===== src/rtl/bp_pkg.sv =====
// Shared branch-prediction definitions: control-flow kind encodings,
// default widths and the resolver's IDLE/SHADOW state encoding.
package bp_pkg;

    localparam int ADDR_WIDTH_DEF = 30;
    localparam int BH_WIDTH_DEF   = 16;

    // Control-flow kinds carried down the pipe with each instruction.
    localparam logic [2:0] KIND_NOT_JUMP      = 3'd0;
    localparam logic [2:0] KIND_DIRECT_JUMP   = 3'd1;
    localparam logic [2:0] KIND_RET           = 3'd4;
    localparam logic [2:0] KIND_INDIRECT_JUMP = 3'd5;
    localparam logic [2:0] KIND_CALL          = 3'd6;
    localparam logic [2:0] KIND_JUMP          = 3'd7;

    // Resolver FSM states.
    localparam logic ST_IDLE   = 1'b0;
    localparam logic ST_SHADOW = 1'b1;

endpackage


===== src/rtl/bru_shadow_ctr.sv =====
// Wrong-path shadow tracker: after a redirect, EX results are ignored for
// SHADOW_CYCLES non-stalled cycles. Stalls freeze the countdown.
module bru_shadow_ctr
    import bp_pkg::*;
#(
    parameter int SHADOW_CYCLES = 2
) (
    input  logic clk,
    input  logic rst,
    input  logic stall,
    input  logic start,
    output logic idle
);

    logic       state;
    logic [2:0] count;

    // IDLE/SHADOW state and countdown; a start while shadowing is ignored.
    always_ff @(posedge clk) begin
        // NOTE: sequential state uses non-blocking assignments so every
        // register samples pre-edge values regardless of statement order.
        if (rst) begin
            state <= ST_IDLE;
            count <= 3'd0;
        end else begin
            case (state)
                ST_IDLE: begin
                    if (start) begin
                        state <= ST_SHADOW;
                        count <= 3'(SHADOW_CYCLES);
                    end
                end
                ST_SHADOW: begin
                    if (!stall) begin
                        if (count <= 3'd1) begin
                            state <= ST_IDLE;
                            count <= 3'd0;
                        end else begin
                            count <= count - 3'd1;
                        end
                    end
                end
                default: begin
                    state <= ST_IDLE;
                    count <= 3'd0;
                end
            endcase
        end
    end

    assign idle = (state == ST_IDLE);

endmodule


===== src/rtl/branch_resolve_unit.sv =====
// EX-stage branch resolver: checks the real outcome of each control-flow
// instruction against its prediction, emits the registered predictor-update
// bundle, mispredict/flush pulses and the front-end redirect, and keeps the
// committed branch history.
module branch_resolve_unit
    import bp_pkg::*;
#(
    parameter int bh_width      = BH_WIDTH_DEF,
    parameter int ADDR_WIDTH    = ADDR_WIDTH_DEF,
    parameter int SHADOW_CYCLES = 2
) (
    input  logic                  clk,
    input  logic                  rst,
    input  logic                  stall,
    input  logic                  ex_valid,
    input  logic [ADDR_WIDTH-1:0] pc_ex_i,
    input  logic [2:0]            kind_ex_i,
    input  logic                  cond_taken,
    input  logic [ADDR_WIDTH-1:0] target_ex,
    input  logic [ADDR_WIDTH-1:0] npc_pdc_ex,
    input  logic [ADDR_WIDTH-1:0] npc_btb_ex,
    input  logic [ADDR_WIDTH-1:0] npc_ras_ex,
    input  logic [bh_width-1:0]   bh_ex_i,
    input  logic [1:0]            choice_pdch_i,
    output logic                  update_en,
    output logic                  taken_ex,
    output logic [ADDR_WIDTH-1:0] npc_ex,
    output logic [ADDR_WIDTH-1:0] pc_ex,
    output logic [bh_width-1:0]   bh_ex,
    output logic [2:0]            kind_ex,
    output logic [1:0]            choice_pdch_ex,
    output logic                  choice_real,
    output logic [ADDR_WIDTH-1:0] ret_pc_ex,
    output logic                  mis_pdc,
    output logic                  flush,
    output logic [ADDR_WIDTH-1:0] redirect_pc,
    output logic [bh_width-1:0]   redirect_bh,
    output logic [bh_width-1:0]   bh_commit
);

    logic                  idle;
    logic                  sample;
    logic                  mispredict;
    logic                  is_direct;
    logic [ADDR_WIDTH-1:0] seq_pc;
    logic [ADDR_WIDTH-1:0] real_npc;
    logic [bh_width-1:0]   shifted_bh;

    // Real outcome of the EX instruction and whether the front end guessed it.
    always_comb begin
        // NOTE: every always_comb output gets a default first so no path
        // leaves it unassigned, which would infer a latch.
        seq_pc     = pc_ex_i + ADDR_WIDTH'(1);
        real_npc   = seq_pc;
        if (cond_taken) real_npc = target_ex;
        mispredict = (real_npc != npc_pdc_ex);
        is_direct  = (kind_ex_i == KIND_DIRECT_JUMP);
        shifted_bh = {bh_ex_i[bh_width-2:0], cond_taken};
    end

    assign sample = ex_valid & ~stall & idle;

    bru_shadow_ctr #(
        .SHADOW_CYCLES(SHADOW_CYCLES)
    ) u_shadow (
        .clk   (clk),
        .rst   (rst),
        .stall (stall),
        .start (sample & mispredict),
        .idle  (idle)
    );

    // One-cycle pulses: high only in the cycle after a sample.
    always_ff @(posedge clk) begin
        if (rst) begin
            update_en <= 1'b0;
            mis_pdc   <= 1'b0;
            flush     <= 1'b0;
        end else begin
            update_en <= sample;
            mis_pdc   <= sample & mispredict;
            flush     <= sample & mispredict;
        end
    end

    // Update bundle and redirect data: captured on sample, held otherwise.
    always_ff @(posedge clk) begin
        if (rst) begin
            taken_ex       <= 1'b0;
            npc_ex         <= '0;
            pc_ex          <= '0;
            bh_ex          <= '0;
            kind_ex        <= 3'd0;
            choice_pdch_ex <= 2'd0;
            choice_real    <= 1'b0;
            ret_pc_ex      <= '0;
            redirect_pc    <= '0;
            redirect_bh    <= '0;
        end else if (sample) begin
            taken_ex       <= cond_taken;
            npc_ex         <= real_npc;
            pc_ex          <= pc_ex_i;
            bh_ex          <= bh_ex_i;
            kind_ex        <= kind_ex_i;
            choice_pdch_ex <= choice_pdch_i;
            choice_real    <= (npc_ras_ex != real_npc);
            ret_pc_ex      <= seq_pc;
            redirect_pc    <= real_npc;
            redirect_bh    <= is_direct ? shifted_bh : bh_ex_i;
        end
    end

    // Committed history advances only on resolved conditional branches.
    always_ff @(posedge clk) begin
        if (rst) begin
            bh_commit <= '0;
        end else if (sample && is_direct) begin
            bh_commit <= {bh_commit[bh_width-2:0], cond_taken};
        end
    end

    // The BTB candidate rides along for the predictor but is not needed here.
    logic unused_btb;
    assign unused_btb = ^npc_btb_ex;

endmodule

===== config.mk =====
export PLATFORM = sky130hd
export DESIGN_NAME = branch_resolve_unit
export DESIGN_NICKNAME = d
export VERILOG_FILES = /design/src/rtl/bp_pkg.sv /design/src/rtl/bru_shadow_ctr.sv /design/src/rtl/branch_resolve_unit.sv
export SDC_FILE = /design/constraint.sdc
export NUM_CORES = 1
export LEC_CHECK = 0
export ABC_AREA = 1
export BUFFER_PORTS_ARGS = -buffer_cell sky130_fd_sc_hd__buf_2
export CORE_UTILIZATION = 25
export DETAILED_ROUTE_END_ITERATION = 6
export PLACE_DENSITY_LB_ADDON = 0.15
export SYNTH_ARGS = -nofsm -noshare
export SYNTH_HDL_FRONTEND = slang
export SYNTH_SLANG_ARGS = --single-unit
export TNS_END_PERCENT = 30

===== constraint.sdc =====
create_clock -name clk -period 2.7 [get_ports clk]
set_input_delay 0.81 -clock clk [delete_from_list [all_inputs] [get_ports clk]]
set_output_delay 0.81 -clock clk [all_outputs]
set_load 0.05 [all_outputs]

==> run metrics <==
H-tree depth=4; Hold Fails Final Rpt=0; period utilization=between 90% and 100%; Crit path required time=3040 ps; Final #Nets=1,837; dominant cells by area after synthesis=dfxtp_1 (37%), nand2_1 (16%), nand3_1 (6.4%); slew of the pin with the lowest slew margin=approximately 600 ps; Synth Register Bits=approximately 150; most frequent cells after synthesis=nand2_1 (353), dfxtp_1 (151), inv_1 (119), nand3_1 (104), nor2_1 (93); mux cell area share after synthesis=0%; GR peak layer=met2; Top delay family on crit path=simple AND/OR/NAND/NOR gates; ratio of cells with drive above 1 in the final layout=37.0%; grt met1 use=27.4%; ys async rst share=0%; synth unique cells=34; max_cap viols=0; number of synthesized flops with an enable pin=0; worst hold start=bh_ex[14]; WP data arrival=2930 ps; # DRC=0; worst path bufs/invs=5; Die H=182 um; total grt overflow=0; Total GRT Usage=20.7%; Slew Viols, Final=0; CP max FO=3; GP Congestion=approximately 0.85; top-count cell post-synth=nand2_1; Initial Util=25.6%; cell area after layout=12,000 sq um; worst-skew pair later-pin latency=440 ps; Worst setup startpoint=pc_ex_i[1]; Max Clock Skew=around 9 ps; CP cell instances=buf_2, ha_4, nand2_2, nor2_4, nand2_2, nor2_4, buf_12, buf_4, nand2_1, nand2_1, nand3_1, buf_4, nand2_2, inv_2, nand2_1, o21ai_0, nor2_1, o211ai_1, nor2_1, nand2_1, nor2_1, nor2_1; Placed Area=about 11,000 sq um; # setup viols final=0; Sink Count=151; DIE WIDTH=approximately 180 um; Core ar.=31,800 sq um; crit-path max cell delay=roughly 190 ps; PwrDens=553 nW/um^2; Final min period=2590 ps; Root Buffer=clkbuf_16; drt total wl=34,600 um; Critical Path End Type=register; worst rel slew slack=61.2%; Synth Area in Compound Gates=approximately 16%; area grow syn2layout=48.0%; Synth Instances=1,234; setup ws final=109 ps; CTS tree=yes; Post-Synth Adder-Cell Area=0.462%; CTS Buf Count=17; vias in the first global route=8,797; GR Util met2=between 30% and 40%; Seq/Total Area, Yosys=between 30 and 40%; main combinational cell family by area after synthesis=simple AND/OR/NAND/NOR gates; CP max-delay cell=nor2_4; number of port buffers=about 320; status=finished clean; DR WL/cell=16.4 um; vias=just over 9,000; largest net degree at the start of global routing=103; post-synthesis simple-gate area fraction=33.0%; IO Count=354; initial DRC count=521; Leak=6.41 nW; post-synthesis xor/xnor area fraction=under 10%; cts hold-fix bufs=0; top-area cell type share of the netlist area=a little under two fifths; pre-CTS WS=-525 ps; Syn Area/Cell=approximately 6.6 sq um; Std-Cell Rows=65; drt first pass iters=5; Cell Area, Synth=8130 sq um; Yosys warnings=0; DP HPWL=27,300 um; met3 Use GR=4.93%; hold crit path type=register to register; Fmax=386 MHz; Clk pin slew, worst setup/hold paths=70 ps; via/cell ratio=4.43; initial antenna violation count=6; Max rail drop VDD=around 0.42 mV; antenna-violating nets left=0; Crit Reg-Reg Startpoint=u_shadow.state; Syn Nets=1,413; Die ar.=33,300 sq um; Setup Crit Path Kind=input port to register; global-route wire length before repair=~52,000 um; CP Launch Type=input port; Longest Clk Path Bufs=2; main flop type after synthesis=dfxtp_1; post-synth top area cell=dfxtp_1
==> cells by family after synthesis <==
kind of cell | count (synthesis)
adders and majority gates | 3
buffers and inverters | 207
AOI/OAI and AO/OA | 230
DFF | 151
xor gates and xnor gates | 25
and+or+nand+nor | 618
==> worst register-to-register path, cell delays in order (launching register included) <==
cell	delay (ps)
dfxtp_1	330
inv_1	100
nand3_2	210
buf_4	220
nor2_1	270
inv_2	300
nand2_1	130
o21ai_0	80
a21oi_1	120
==> state kept, by name, summed over array words and instances, names as in the netlist, 2 cells and up <==
name,count
kind_ex,3
bh_commit,16
pc_ex,30
u_shadow.count,3
bh_ex,16
ret_pc_ex,30
redirect_pc,30
redirect_bh,16
choice_pdch_ex,2
==> per-stage QoR <==
stage          cells  hold slack, ps  power, W  TNS, ps  utilization [%]
2_1_floorplan   1234             466   0.00361        0                -
6_report        2107             462   0.00665        0             37.9
5_1_grt         2106             481   0.00696    -34.3             37.9
3_5_place_dp    2068             453   0.00426    -3110             35.1
4_1_cts         2100             464   0.00670        0             37.0
3_3_place_gp    2068             450   0.00425    -2910             35.1
==> worst paths after layout <==
path         depth (start not counted)              to  slack, ps
max reg2reg                          8  redirect_bh[5]        860
min                                  2       bh_ex[14]        460
max                                 22     choice_real        110
min reg2reg                          2       bh_ex[14]        460
==> timing repair <==
| item | 4_1_cts | 5_1_grt |
|---|---|---|
| buffers inserted | 0 | 6 |
| pin swaps | 0 | 23 |
| resized for setup | 5 | 57 |
| gates cloned | 0 | 0 |
| setup endpoints to repair | 4 | 6 |
==> layer usage <==
layer	routed length, um	part of all wire [%]
met1	16300	47
met2	15500	45
met3	2060	5.9
met4	711	2.1
met5	64	0.18
==> report_power, final <==
part / switching (W) / internal, W / total (W) / leakage [nW]
Sequential: 0.0000822 / 0.00236 / 0.00245 / 1.24
Combinational: 0.00123 / 0.000557 / 0.00179 / 4.90
Clock: 0.00113 / 0.00129 / 0.00242 / 0.275
Total: 0.00244 / 0.00421 / 0.00665 / 6.41
==> final cells by class <==
class	instances	area (sq um)
fillers	3460	19800
multi-input cells	876	4430
flip-flops and latches	151	3020
repair buffers	491	3010
well taps	435	544
inverters	121	459
clock buffers	17	425
clock inverters	15	143
diodes	1	2.50
==> layout by cell type (no fill, tap or decap), drive strengths merged, types with 7 or more instances in the layout <==
cell type  synthesis  final
nor3               7      7
buf               40    491
nand3            110    110
clkbuf            46     17
dfxtp            151    151
o211ai            32     32
or2               19     19
inv              121    128
nand2            361    361
o21bai            14     14
xor2              12     12
xnor2             13     13
nor2             106    106
a21oi             90     90
nand3b             7      7
o21ai             90     90
(Power assumes the default switching activity.)
